**config.mk**
```make
export PLATFORM = sky130hd
export DESIGN_NAME = array_access_arbiter
export DESIGN_NICKNAME = d
export VERILOG_FILES = /design/src/rtl/array_access_arbiter_pkg.sv /design/src/rtl/rr_pick.sv /design/src/rtl/array_access_arbiter.sv
export SDC_FILE = /design/constraint.sdc
export NUM_CORES = 1
export LEC_CHECK = 0
export ABC_AREA = 0
export CAP_MARGIN = 20
export CORE_MARGIN = 4
export CORE_UTILIZATION = 45
export CTS_CLUSTER_DIAMETER = 60
export DETAILED_ROUTE_END_ITERATION = 8
export PLACE_DENSITY = 0.71
export SLEW_MARGIN = 40
export SYNTH_ARGS = -nofsm -noshare
export SYNTH_HDL_FRONTEND = slang
export SYNTH_HIERARCHICAL = 1
export SYNTH_SLANG_ARGS = --single-unit
```
**constraint.sdc**
```tcl
create_clock -name clock -period 2.1 [get_ports clock]
set_input_delay 0.42 -clock clock [delete_from_list [all_inputs] [get_ports clock]]
set_output_delay 0.42 -clock clock [all_outputs]
set_load 0.01 [all_outputs]
```
**src/rtl/array_access_arbiter_pkg.sv**
```systemverilog
// Shared types and index helpers for the array access arbiter.
package array_access_arbiter_pkg;

    // Sequencer states:
    //   IDLE   | pick a winner among pending requests and capture its command
    //   ACCESS | execute the captured command against the array
    typedef enum logic {
        IDLE   = 1'b0,
        ACCESS = 1'b1
    } state_t;

    // (base + off) mod n, assuming base < n and off < n.
    function automatic int unsigned rr_wrap(input int unsigned base,
                                            input int unsigned off,
                                            input int unsigned n);
        int unsigned s;
        s = base + off;
        return (s >= n) ? (s - n) : s;
    endfunction

    // Round-robin pointer that follows winner k: (k + 1) mod n.
    function automatic int unsigned rr_next(input int unsigned k,
                                            input int unsigned n);
        return (k + 32'd1 >= n) ? 32'd0 : (k + 32'd1);
    endfunction

endpackage

```
**src/rtl/rr_pick.sv**
```systemverilog
// Combinational round-robin picker: first requester at or after ptr, wrapping.
module rr_pick
    import array_access_arbiter_pkg::*;
#(
    parameter int N  = 4,
    parameter int IW = $clog2(N)
) (
    input  logic          req [0:N-1],
    input  logic [IW-1:0] ptr,
    output logic          any,
    output logic [IW-1:0] idx
);

    // Scan from the farthest offset back to ptr so the nearest hit wins.
    always_comb begin
        any = 1'b0;
        idx = '0;
        for (int j = N - 1; j >= 0; j--) begin
            if (req[IW'(rr_wrap(32'(ptr), unsigned'(j), unsigned'(N)))]) begin
                any = 1'b1;
                idx = IW'(rr_wrap(32'(ptr), unsigned'(j), unsigned'(N)));
            end
        end
    end

endmodule

```
**src/rtl/array_access_arbiter.sv**
```systemverilog
// Round-robin arbiter and two-state sequencer sharing one word array among N requesters.
module array_access_arbiter
    import array_access_arbiter_pkg::*;
#(
    parameter int N     = 4,
    parameter int DEPTH = 8,
    parameter int W     = 8,
    localparam int AW   = $clog2(DEPTH),
    localparam int IW   = $clog2(N)
) (
    input  logic          clock,
    input  logic          rst_n,
    input  logic          req   [0:N-1],
    input  logic          we    [0:N-1],
    input  logic [AW-1:0] addr  [0:N-1],
    input  logic [W-1:0]  wdata [0:N-1],
    output logic          gnt   [0:N-1],
    output logic          rvalid,
    output logic [W-1:0]  rdata,
    output logic [IW-1:0] rid,
    output logic          busy
);

    typedef struct packed {
        logic          we;
        logic [AW-1:0] addr;
        logic [W-1:0]  wdata;
        logic [IW-1:0] id;
    } cmd_t;

    logic [W-1:0]  mem [0:DEPTH-1];

    state_t        state_q, state_d;
    logic [IW-1:0] ptr_q, ptr_d;
    cmd_t          cmd_q, cmd_d;
    logic          rvalid_q, rvalid_d;
    logic [W-1:0]  rdata_q, rdata_d;
    logic [IW-1:0] rid_q, rid_d;

    logic          mem_we;
    logic          in_range;
    logic          pick_any;
    logic [IW-1:0] pick_idx;

    rr_pick #(
        .N  (N),
        .IW (IW)
    ) u_rr_pick (
        .req (req),
        .ptr (ptr_q),
        .any (pick_any),
        .idx (pick_idx)
    );

    // Addresses at or beyond DEPTH never touch the array.
    assign in_range = (32'(cmd_q.addr) < 32'(DEPTH));

    assign busy   = (state_q == ACCESS);
    assign rvalid = rvalid_q;
    assign rdata  = rdata_q;
    assign rid    = rid_q;

    // Next-state, grant and capture logic; gnt is held low throughout reset.
    always_comb begin
        state_d  = state_q;
        ptr_d    = ptr_q;
        cmd_d    = cmd_q;
        rvalid_d = 1'b0;
        rdata_d  = rdata_q;
        rid_d    = rid_q;
        mem_we   = 1'b0;
        for (int i = 0; i < N; i++) begin
            gnt[i] = 1'b0;
        end

        case (state_q)
            IDLE: begin
                if (rst_n && pick_any) begin
                    gnt[pick_idx] = 1'b1;
                    cmd_d.we      = we[pick_idx];
                    cmd_d.addr    = addr[pick_idx];
                    cmd_d.wdata   = wdata[pick_idx];
                    cmd_d.id      = pick_idx;
                    ptr_d         = IW'(rr_next(32'(pick_idx), unsigned'(N)));
                    state_d       = ACCESS;
                end
            end
            ACCESS: begin
                state_d = IDLE;
                if (cmd_q.we) begin
                    mem_we = in_range;
                end else begin
                    rvalid_d = 1'b1;
                    rdata_d  = in_range ? mem[cmd_q.addr] : '0;
                    rid_d    = cmd_q.id;
                end
            end
            default: begin
                state_d = IDLE;
            end
        endcase
    end

    // Sequencer, pointer, captured command and read-port registers.
    always_ff @(posedge clock or negedge rst_n) begin
        if (!rst_n) begin
            state_q  <= IDLE;
            ptr_q    <= '0;
            cmd_q    <= '0;
            rvalid_q <= 1'b0;
            rdata_q  <= '0;
            rid_q    <= '0;
        end else begin
            state_q  <= state_d;
            ptr_q    <= ptr_d;
            cmd_q    <= cmd_d;
            rvalid_q <= rvalid_d;
            rdata_q  <= rdata_d;
            rid_q    <= rid_d;
        end
    end

    // Shared array; a write lands at the end of its ACCESS cycle.
    always_ff @(posedge clock or negedge rst_n) begin
        if (!rst_n) begin
            for (int i = 0; i < DEPTH; i++) begin
                mem[i] <= '0;
            end
        end else if (mem_we) begin
            mem[cmd_q.addr] <= cmd_q.wdata;
        end
    end

endmodule

```
# Yosys cells after proc, flatten, opt, wreduce, memory -nomap -nowiden
# Index checks and enable logic that the tools add are counted.
[op_classes]
add_sub_neg = 8
magnitude_cmp = 13
muxes = 50
n_bitwise = 8
reduce_logical = 5
[ops]
columns = ["operator", "count"]
rows = [
  ["64-bit bitwise mux", 1],
  ["8-bit two-way mux", 5],
  ["3-bit greater-or-equal comparator (second input constant)", 9],
  ["8-bit binary-select mux with 3-bit select", 1],
  ["8-bit demux with 3-bit select", 1],
  ["1-bit two-way mux", 20],
  ["2-bit two-way mux", 9],
  ["8-bit binary-select mux with 2-bit select", 1],
  ["2-bit inverter with 3-bit output", 5],
  ["1-bit binary-select mux with 2-bit select", 5],
  ["4-bit two-way mux", 2],
  ["2-bit by 1-bit subtractor with 2-bit output (second input constant)", 4],
  ["2-bit by 1-bit adder with 3-bit output (second input constant)", 2],
  ["2-bit by 2-bit adder with 3-bit output (second input constant)", 2],
  ["3-bit binary-select mux with 2-bit select", 1],
  ["3-bit two-way mux", 2],
  ["4-bit greater-or-equal comparator (second input constant)", 1],
  ["4-bit by 1-bit < comparator with 1-bit output (second input constant)", 1],
  ["3-bit inverter with 4-bit output", 1],
  ["2-bit AND reduction", 2],
  ["2-bit by 3-bit greater-or-equal comparator with 1-bit output (second input constant)", 1],
  ["1-bit logical AND", 3],
  ["3-bit by 1-bit < comparator with 1-bit output (second input constant)", 1],
  ["1-bit demux with 2-bit select", 1],
  ["2 further kinds", 3],
]
[totals]
ff_bits = 92
out_inout_bits = 16
wordCells = 101

# Longest topological paths before layout
[logic_depth]
ltp_word = 18
depth_mapped = 8
ltp_nobuf = 6

# Hierarchy
# Netlist, hierarchy kept.
[by_module_without_submodules]
columns = ["mod", "instances", "cells_each", "area_each_um2"]
rows = [
  ["array_access_arbiter", 1, 287, 4354.2],
  ["rr_pick", 1, 13, 77.6],
]

# Least setup slack after synthesis
# OpenSTA, ideal clock, no wires.
[synth_path]
kind = "input to output"
start = "in req[2] (netlist bit)"
end = "out gnt[2] (netlist bit)"
arrival_time_ns = 1.747
required_ns = 1.680
slack_ns = -0.067
path_stages = 7
path_buffers = 1
path_cell_list = "nor3b_1 -> a211oi_1 -> nor2_1 -> buf_1 -> inv_1 -> ha_1 -> and2_1"
[synth_rtl]
columns = ["item", "line_no", "rtl"]
rows = [
  ["from (decl)", "array_access_arbiter.sv:13", "input logic req [0:N-1],"],
  ["to (decl)", "array_access_arbiter.sv:17", "output logic gnt [0:N-1],"],
]

==> results.json <==
{
  "clkLatencyLatePin_ns": 0.36,
  "synth.cell_area_um2": 4430,
  "syn_area_per_cell_um2": 14.8,
  "rsz0062_at_grt": "yes",
  "place.gp.congestion": 0.776,
  "async_flop_share_pct": 100,
  "fin_crit_ns": 2.29,
  "clk_path_buf_depth": 2,
  "yosys.area_share.xor_xnor_pct": 0,
  "synthTopCellsByCount": "92 x dfrtp_1, 79 x mux2_2, 33 x mux2i_1",
  "ir_drop_uv": 503,
  "synth_compound_area_share_pct": 1.86,
  "cts-buffers-inserted": 9,
  "area_growth_syn_to_layout_pct": 30.3,
  "routedWlPerCell_um": 17.8,
  "die_h_um": 107,
  "worstSetupEndpoint": "gnt[2]",
  "hold_path_class": "input pin to asynchronous set/reset pin",
  "synthCells": 300,
  "multi_input_comb_area_um2": 2110,
  "clockRootBuffer": "clkbuf_8",
  "synth-simple-area-share_pct": 4.91,
  "slew_headroom_pct": 62.6,
  "synthAdderAreaFrac_pct": 1.13,
  "cp_max_fo": 6,
  "gr-total-overflow": 0,
  "core_um2": 9420,
  "fillers": 739,
  "reg2regPathDepth": 7,
  "syn_nets": 358,
  "ff2ff_setup_slack_ns": -0.05,
  "synth_mux_area_share_pct": 37.7,
  "required_ns": 1.68,
  "p_per_area_nw_per_um2": 1300,
  "switchingPower_mw": 2.41,
  "dr.pass1.iters": 4,
  "die_w_um": 107,
  "rr_startpoint": "ptr_q[1]",
  "report.final.slew_viol_count": 0,
  "period_share_pct": 109,
  "worstMarginPinSlew_ns": 0.561,
  "crit_start": "ptr_q[1]",
  "dieArea_um2": 11500,
  "grt_max_degree": 93,
  "yosysTopAreaCellShare_pct": 51.9,
  "drc": 0,
  "dpl.hpwl_um": 6790,
  "crit_type": "flop to output pin",
  "place_ws_ns": -0.780,
  "grt_pass1_wl_um": 15700,
  "nNetsFinal": 454,
  "swShare_pct": 32.3,
  "report.final.hold_viol_count": 0,
  "grt_pass1_vias": 3123,
  "ys_warn_count": 6,
  "holdBufCountCts": 0,
  "cts_tree": "done",
  "setup-violations-final": 13,
  "outcome": "finished with violations",
  "sequentialPowerShare_pct": 42.9,
  "combPwrFrac_pct": 41.0,
  "reg2reg_to": "cmd_q[6]",
  "ys.flop_type": "dfrtp_1",
  "viasPerCell": 5.25,
  "yosysUniqueCellTypes": 27,
  "num_rows": 35,
  "p_int_mw": 5.07,
  "totalWireLength_um": 9450,
  "io_pins": 70,
  "synth-edff-count": 0,
  "endpoint_kind": "output pin",
  "dr_total_vias": 2785,
  "tns_ns": -0.929,
  "regArea_um2": 2310,
  "finClkSkew_ns": 0.0133,
  "numClockSinks": 92,
  "yosysMostFrequentCell": "dfrtp_1",
  "h-tree-depth": 3,
  "fmax_ghz": 0.437,
  "path_clk_slew_ns": 0.09,
  "synth_seq_cells": 92,
  "synth_top_family_by_area": "multiplexers",
  "cp.arrival_ns": 1.87,
  "fin_ws_ns": -0.188,
  "io_buffer_count": 69,
  "drtIter0Drc": 146,
  "grt_antenna_before_repair": 0,
  "drv_cap": 0,
  "initial_core_util_pct": 47.1,
  "ys_top_cells_by_area": "dfrtp_1 52%, mux2_2 20%, mux4_2 10%",
  "drive_gt1_share_pct": 44.1,
  "grt_use_total_pct": 18.0,
  "pwr-share-clk_pct": 16.1,
  "yosys.area.top_type": "dfrtp_1",
  "detail-route-antenna-nets": 0,
  "startpoint_type": "flop",
  "p_leak_nw": 2.53,
  "violations": "negative setup slack",
  "diodes": 0,
  "ys_seq_area_share_pct": 51.9
}
[worst min path at each step]
stage / endpoint / cells after the start / start / slack [ns]
after detailed placement: cmd_q[0] / 2 / cmd_q[0] / 0.47
after CTS: rdata[6] / 2 / rst_n / 0.15
final: rdata[6] / 2 / rst_n / 0.13
after floorplan: busy / 0 / rst_n / 0.12
after global routing: mem[22] / 2 / rst_n / 0.17
after global placement: rdata[5] / 2 / rdata[5] / 0.47
[final cells by class]
type	instances	share of cell area (%)
Sequential cell	92	39.9
Multi-Input combinational cell	189	36.6
Timing Repair Buffer	100	16.8
Tap cell	129	2.80
Clock buffer	11	2.45
Clock inverter	5	1.04
Inverter	4	0.347
[repair_timing]
action                     CTS  global route
buffers inserted             7             2
setup endpoints to repair   16            11
pin swaps                    5             6
resized for setup           31            22
[through the flow]
stage               total power [mW]  hold WS (ns)  utilization (%)  cells  cell area [um^2]
global route                    8.01         0.166             61.3    530              5770
floorplan                       5.18         0.124                -    300              4440
detailed placement              6.12         0.471             57.4    507              5410
global placement                6.01         0.466             57.4    507              5410
CTS                             7.44         0.155             60.3    529              5680
finish                          7.49         0.130             61.3    530              5770
[worst max-delay path: stages (launching register included)]
cell and delay [ns]:
dfrtp_2 0.48, buf_6 0.15, a211oi_4 0.27, nor2_4 0.07, buf_6 0.13, inv_4 0.07, ha_4 0.13, and2_4 0.13
buf_6 0.09
[cells by family (layout without fill, tap and decap cells)]
family,Yosys count,after routing
multiplexers,132,132
AND/OR/NAND/NOR,39,39
AO/OA/AOI/OAI,14,14
buffers and inverters,19,120
adder cells (fa/ha/maj),4,4
flip-flops,92,92
[power groups by stage]
| stage | Clock [mW] | Combinational (mW) | Sequential [mW] |
|---|---|---|---|
| 3_3_place_gp | 0 | 2.83 | 3.18 |
| 2_1_floorplan | 0 | 2.14 | 3.04 |
| 3_5_place_dp | 0 | 2.89 | 3.24 |
| 6_report | 1.21 | 3.07 | 3.21 |
| 5_1_grt | 1.31 | 3.35 | 3.34 |
| 4_1_cts | 1.24 | 2.99 | 3.20 |
[layout by cell type (no fill, tap or decap), types with 2 or more instances in the layout]
master           Yosys  layout
dfrtp_1             92      89
mux2_2              79      79
clkdlybuf4s50_1      0      60
mux2i_1             33      33
buf_4                2      25
mux4_2              20      20
nand2_1             14      14
clkbuf_8             0      10
o21ai_1              8       8
nor2_2               6       7
buf_6                3       7
nand2b_1             5       4
and2_4               0       3
ha_4                 0       3
dfrtp_2              0       3
dlygate4sd2_1        0       3
buf_12               0       3
inv_4                0       2
inv_1                4       2
or3_1                2       2
o21ai_0              2       2
nor2_1               4       2
[flip-flops by register name, summed over array words and instances (netlist names)]
name    count
mem        64
cmd_q      14
rdata       8
ptr_q       2
rid         2
busy        1
rvalid      1
[routing by layer]
metal / wire length (um) / global-route usage (%) / up-vias
met1: 4230 / 23.8 / 1392
li1: - / - / 1291
met3: 588 / 4.76 / 18
met2: 4440 / 28.4 / 84
met5: 0 / 0 / -
met4: 189 / 6.58 / 0
(Power assumes the default switching activity.)
